==> src/rtl/sequence_gen_if.sv <==
// Request/response bundle for sequence_gen: request controls, seed and order
// in, result flags and data out.
interface sequence_gen_if;
    logic        load;
    logic        fibonacci;
    logic        triangle;
    logic        clear;
    logic [15:0] order;
    logic [63:0] data_in;
    logic        done;
    logic        error;
    logic        overflow;
    logic [63:0] data_out;

    modport master (
        output load, fibonacci, triangle, clear, order, data_in,
        input  done, error, overflow, data_out
    );

    modport slave (
        input  load, fibonacci, triangle, clear, order, data_in,
        output done, error, overflow, data_out
    );
endinterface

==> src/rtl/sequence_gen.sv <==
// Fibonacci / triangle sequence generator, one term per cycle, registered flags.
// Define SEQ_GEN_TRIANGLE_EN to include the triangle datapath; otherwise triangle requests fault.
module sequence_gen (
    input  logic          clk,
    input  logic          reset_n,
    sequence_gen_if.slave bus
);
    typedef enum logic [2:0] {IDLE, ARM, RUN, DONE, FAULT} state_t;

    state_t      state, state_nxt;
    logic [15:0] idx, idx_nxt;
    logic [15:0] order_q, order_nxt;
    logic [63:0] term, term_nxt;
    logic [63:0] prev, prev_nxt;
    logic [63:0] data_q, data_nxt;
    logic        done_q, done_nxt;
    logic        error_q, error_nxt;
    logic        ovf_q, ovf_nxt;
    logic [64:0] sum;
    logic        mode_ok;

`ifdef SEQ_GEN_TRIANGLE_EN
    logic        tri_q, tri_nxt;

    assign mode_ok = bus.fibonacci ^ bus.triangle;
    // Triangle adds the next index (k+1); Fibonacci adds the previous term.
    assign sum = tri_q ? ({1'b0, term} + {49'd0, idx + 16'd1})
                       : ({1'b0, term} + {1'b0, prev});
`else
    assign mode_ok = bus.fibonacci & ~bus.triangle;
    assign sum     = {1'b0, term} + {1'b0, prev};
`endif

    always_comb begin
        state_nxt = state;
        idx_nxt   = idx;
        order_nxt = order_q;
        term_nxt  = term;
        prev_nxt  = prev;
        data_nxt  = data_q;
        done_nxt  = done_q;
        error_nxt = error_q;
        ovf_nxt   = ovf_q;
`ifdef SEQ_GEN_TRIANGLE_EN
        tri_nxt   = tri_q;
`endif
        case (state)
            IDLE: begin
                if (bus.load) state_nxt = ARM;
            end
            ARM: begin
                order_nxt = bus.order;
                term_nxt  = bus.data_in;
                prev_nxt  = '0;
                idx_nxt   = '0;
`ifdef SEQ_GEN_TRIANGLE_EN
                tri_nxt   = bus.triangle;
`endif
                if (mode_ok) begin
                    state_nxt = RUN;
                end else begin
                    state_nxt = FAULT;
                    error_nxt = 1'b1;
                end
            end
            RUN: begin
                if (idx == order_q) begin
                    state_nxt = DONE;
                    done_nxt  = 1'b1;
                    data_nxt  = term;
                end else if (sum[64]) begin
                    state_nxt = FAULT;
                    ovf_nxt   = 1'b1;
                    data_nxt  = '0;
                end else begin
                    term_nxt = sum[63:0];
                    prev_nxt = term;
                    idx_nxt  = idx + 16'd1;
                end
            end
            DONE: begin
                if (!bus.load) begin
                    state_nxt = IDLE;
                    done_nxt  = 1'b0;
                end
            end
            FAULT: begin
                state_nxt = FAULT;
            end
            default: begin
                state_nxt = IDLE;
            end
        endcase

        // Clear overrides whatever the state logic decided this cycle.
        if (bus.clear) begin
            state_nxt = IDLE;
            done_nxt  = 1'b0;
            error_nxt = 1'b0;
            ovf_nxt   = 1'b0;
            data_nxt  = '0;
            idx_nxt   = '0;
            term_nxt  = '0;
            prev_nxt  = '0;
        end
    end

    always_ff @(posedge clk or negedge reset_n) begin
        if (!reset_n) begin
            state   <= IDLE;
            idx     <= '0;
            order_q <= '0;
            term    <= '0;
            prev    <= '0;
            data_q  <= '0;
            done_q  <= 1'b0;
            error_q <= 1'b0;
            ovf_q   <= 1'b0;
`ifdef SEQ_GEN_TRIANGLE_EN
            tri_q   <= 1'b0;
`endif
        end else begin
            state   <= state_nxt;
            idx     <= idx_nxt;
            order_q <= order_nxt;
            term    <= term_nxt;
            prev    <= prev_nxt;
            data_q  <= data_nxt;
            done_q  <= done_nxt;
            error_q <= error_nxt;
            ovf_q   <= ovf_nxt;
`ifdef SEQ_GEN_TRIANGLE_EN
            tri_q   <= tri_nxt;
`endif
        end
    end

    assign bus.done     = done_q;
    assign bus.error    = error_q;
    assign bus.overflow = ovf_q;
    assign bus.data_out = data_q;
endmodule

==> src/flat_wrapper.sv <==
// flat-port wrapper written by rule: the top's interface ports become plain ports
module sequence_gen_flat 
  (clk, reset_n, bus_load, bus_fibonacci, bus_triangle, bus_clear, bus_order, bus_data_in, bus_done, bus_error, bus_overflow, bus_data_out);
  sequence_gen_if bus_i ();
  input  logic clk;
  input  logic reset_n;
  input wire logic [$bits(bus_i.load)-1:0] bus_load;
  input wire logic [$bits(bus_i.fibonacci)-1:0] bus_fibonacci;
  input wire logic [$bits(bus_i.triangle)-1:0] bus_triangle;
  input wire logic [$bits(bus_i.clear)-1:0] bus_clear;
  input wire logic [$bits(bus_i.order)-1:0] bus_order;
  input wire logic [$bits(bus_i.data_in)-1:0] bus_data_in;
  output wire logic [$bits(bus_i.done)-1:0] bus_done;
  output wire logic [$bits(bus_i.error)-1:0] bus_error;
  output wire logic [$bits(bus_i.overflow)-1:0] bus_overflow;
  output wire logic [$bits(bus_i.data_out)-1:0] bus_data_out;
  assign bus_i.load = bus_load;
  assign bus_i.fibonacci = bus_fibonacci;
  assign bus_i.triangle = bus_triangle;
  assign bus_i.clear = bus_clear;
  assign bus_i.order = bus_order;
  assign bus_i.data_in = bus_data_in;
  assign bus_done = bus_i.done;
  assign bus_error = bus_i.error;
  assign bus_overflow = bus_i.overflow;
  assign bus_data_out = bus_i.data_out;
  sequence_gen u_core (.clk(clk), .reset_n(reset_n), .bus(bus_i));
endmodule
==> config.mk <==
export PLATFORM = sky130hd
export DESIGN_NAME = sequence_gen_flat
export DESIGN_NICKNAME = d
export VERILOG_FILES = /design/src/rtl/sequence_gen_if.sv /design/src/rtl/sequence_gen.sv /design/src/flat_wrapper.sv
export SDC_FILE = /design/constraint.sdc
export NUM_CORES = 1
export LEC_CHECK = 0
export BUFFER_PORTS_ARGS = -buffer_cell sky130_fd_sc_hd__buf_2
export CAP_MARGIN = 10
export CORE_UTILIZATION = 40
export CTS_BUF_LIST = sky130_fd_sc_hd__clkbuf_16
export DETAILED_ROUTE_END_ITERATION = 7
export PLACE_DENSITY = 0.54
export SLEW_MARGIN = 10
export SYNTH_ARGS = -nofsm -noshare
export SYNTH_HDL_FRONTEND = slang
export SYNTH_SLANG_ARGS = --single-unit
==> constraint.sdc <==
create_clock -name clk -period 7.8 [get_ports clk]
set_clock_uncertainty 0.15 [all_clocks]
set_input_delay 1.17 -clock clk [delete_from_list [all_inputs] [get_ports clk]]
set_output_delay 1.17 -clock clk [all_outputs]
set_load 0.01 [all_outputs]
==> flow_metrics.py <==
metrics = {
    "logic_synthesis": {
        "synthesis.instances": 1390,
        "synthDominantAreaCellType": "sky130_fd_sc_hd__dfrtp_1",
        "async_flop_share_pct": 100,
        "mappedNetlistNets": 1542,
        "ys_warn_count": 0,
        "share_of_the_yosys_chip_area_belonging_to_registers_pct": 42.8,
        "synth_enable_flop_cells": 0,
        "synthesis.area_mm2": 0.0134,
        "synth.top_cells.by_area": "sky130_fd_sc_hd__dfrtp_1 43%, sky130_fd_sc_hd__a22o_1 8.5%, sky130_fd_sc_hd__ha_1 6.0%, sky130_fd_sc_hd__a21oi_1 4.3%, sky130_fd_sc_hd__nor2_1 3.7%",
        "syn_area_per_cell_um2": 9.67,
        "synth_cell_type_count": 81,
        "synth_top_cell_area_share_pct": 42.8,
        "synth-main-ff-cell": "sky130_fd_sc_hd__dfrtp_1",
        "flip_flop_and_latch_count_after_synthesis": 230,
    },
    "routing": {
        "drc": 0,
        "drtIter0Drc": 840,
        "post_drt_wl_per_cell_um": 19.8,
        "post_drt_via_cell_ratio": 5.75,
        "finalWirelength_mm": 38.6,
        "vias": 11200,
        "drt_first_pass_iters": 5,
        "ant_nets": 0,
    },
    "clock_network": {
        "clockBufferDepth": 3,
        "cts_post_setup_buffers_inserted": 0,
        "hold_buffers": 0,
        "cts.reportedPaths.clkPinSlew_ps": 60,
        "tritoncts": "yes",
        "clock_sinks": 230,
        "clockRootBuffer": "sky130_fd_sc_hd__clkbuf_16",
        "post_cts_resize_count": 0,
        "clock_tree.htree_level_count": 1,
        "clk-insertion-delay-late_ps": 550,
        "tritoncts.num_buffers": 28,
    },
    "power": {
        "irDropWorstVdd_mv": 0.198,
        "power.static_leakage_nw": 7.30,
        "power.density_mw_per_mm2": 246,
        "power.total_mw": 3.79,
    },
    "worst_setup_path": {
        "timing.setup.critical_path_class": "reg2reg",
        "critPathArrivalTime_ps": 4950,
        "setup_crit_start_kind": "flop",
        "required_time_at_the_worst_slack_endpoint_ps": 8090,
        "timing.critical_path.fanout_max": 94,
        "critical_path.top_delay_family": "compound AO/OA/AOI/OAI gates",
        "timing.critical_path.slowest_cell_delay_ps": 750,
        "endpoint_kind": "flop",
        "critical-path-top-cell-by-count": "sky130_fd_sc_hd__o2111ai_1",
        "crit_buf_inv": 2,
        "slowest_stage": "sky130_fd_sc_hd__nor2_8",
        "path_cells": "ha_1 > inv_1 > fa_1 > nor2b_1 > o2111ai_1 > a21oi_1 > o2111ai_1 > a31oi_1 > o21bai_1 > and2_1 > nor2_8 > buf_12 > nor2_1 > a22o_1",
    },
    "timing": {
        "setup_violations": 0,
        "setup-tns-final_ps": 0,
        "achievable-frequency_mhz": 215,
        "timing.final.hold_violations": 0,
        "relative_slew_margins_pct": 23.1,
        "timing.final.crit_share_pct": 59.8,
        "whs_ps": 344,
        "unrepaired_setup_endpoints_after_global_routing": "false",
        "period_minus_slack_ps": 4660,
        "worst-slew-pin-transition_ps": 1150,
        "final_max_slew_viol_count": 0,
        "worst_slack_ps": 3140,
    },
    "min_path": {
        "timing.hold.worst.class": "reg2reg",
    },
    "cells_and_area": {
        "drive_above_1_share_pct": 16.9,
        "layout.cells.most_common": "sky130_fd_sc_hd__dfrtp_1",
        "n_antenna_cell": 0,
        "num-fill-cells": 3198,
        "finish.cell_count_without_fillers": 1955,
        "multiInputGateArea_mm2": 0.00719,
        "layout_utilization_pct": 47.0,
        "area.growth.synth_to_final_pct": 14.5,
        "regArea_mm2": 0.00576,
        "layout.cell_area.non_filler_mm2": 0.0154,
        "most-common-layout-cells": "230 x sky130_fd_sc_hd__dfrtp_1, 151 x sky130_fd_sc_hd__buf_2, 131 x sky130_fd_sc_hd__a22o_1",
        "nNetsFinal": 1644,
    },
    "place": {
        "placed_cell_area_mm2": 0.0144,
        "globalplace.congestion": 0.924,
        "io_buffer_count": 152,
        "hpwlAfterDp_mm": 26.8,
        "detailedPlace.worstSlack_ps": 3140,
        "placed_cells_incl_taps": 1904,
    },
    "global_route": {
        "global_route.overflow_total": 0,
        "grt_max_degree": 158,
        "grt_first_pass_wirelength_mm": 61.3,
        "gr-usage-all-layers_pct": 22.7,
        "first_global_vias": 11000,
        "grt_antenna_before_repair": 0,
    },
    "run_status": {
        "outcome": "finished, final reports clean",
    },
    "die": {
        "floorplan.rows": 66,
        "core_area_mm2": 0.0328,
        "die_w_um": 185,
        "floorplan.die_area_mm2": 0.0344,
        "chipHeight_um": 185,
        "io-pin-count": 153,
        "starting_density_of_the_core_pct": 41.0,
    },
    "run": {
        "cap_violations": 0,
    },
}
[flip-flops by register name, indices dropped and copies added (netlist names)]
name,flops
u_core.term,64
u_core.idx,16
u_core.order_q,16
u_core.bus.error,1
u_core.state,3
u_core.prev,64
u_core.bus.overflow,1
u_core.bus.done,1
u_core.bus.data_out,64
[Yosys cell counts, drive strengths merged, types with 5 or more instances]
master	n
o21a	9
nor2b	7
nor2	137
nand4	24
a221oi	14
a211oi	10
or3	8
o31ai	35
a31oi	12
inv	17
nor3	24
a21oi	117
and3	6
o211ai	9
mux2	18
clkbuf	45
nand3	29
nand2b	7
o21bai	12
or2	5
a21o	42
nor4	14
dfrtp	230
ha	65
nand2	118
a22o	131
buf	44
xor2	43
o21ai	57
xnor2	41
nor3b	5
[power breakdown]
part	switching [mW]	internal [mW]	leakage, nW
combinational	0.583	0.347	3.72
clock	0.528	0.836	0.478
sequential	0.158	1.34	3.10
[per-layer routing]
metal	global-route usage (%)	share of wire [%]	wire [um]	vias up
li1	-	-	-	5364
met1	34.1	50	19100	5496
met3	3.30	5.4	2100	50
met5	0	0	0	-
met4	5.82	2.3	893	0
met2	33.9	43	16500	339
[area by class of cell]
class	instances	share of cell area, %
Inverter	17	0.415
Clock buffer	29	4.71
Sequential cell	230	37.4
Timing Repair Buffer	161	5.61
Multi-Input combinational cell	1054	46.7
Tap cell	442	3.59
Clock inverter	22	1.54
[worst paths after layout]
check | start | cells past startpoint | end | slack, ps
max | u_core.term[0] | 14 | u_core.term[46] | 3140
min | u_core.bus.data_out[37] | 1 | u_core.bus.data_out[37] | 340
max reg2reg | u_core.term[0] | 14 | u_core.term[46] | 3140
min reg2reg | u_core.bus.data_out[37] | 1 | u_core.bus.data_out[37] | 340
max in group asynchronous | reset_n | 2 | u_core.prev[61] | 5810
min in group asynchronous | reset_n | 1 | u_core.bus.data_out[24] | 430
[logic make-up after synthesis]
| family | synth area share, % |
|---|---|
| xor+xnor | 5.47 |
| buf+inv | 3.88 |
| fa+ha+maj | 6.20 |
| compound gates | 26.0 |
| mux | 1.73 |
| simple gates | 13.9 |
| flops | 42.8 |
(Power assumes the default switching activity.)
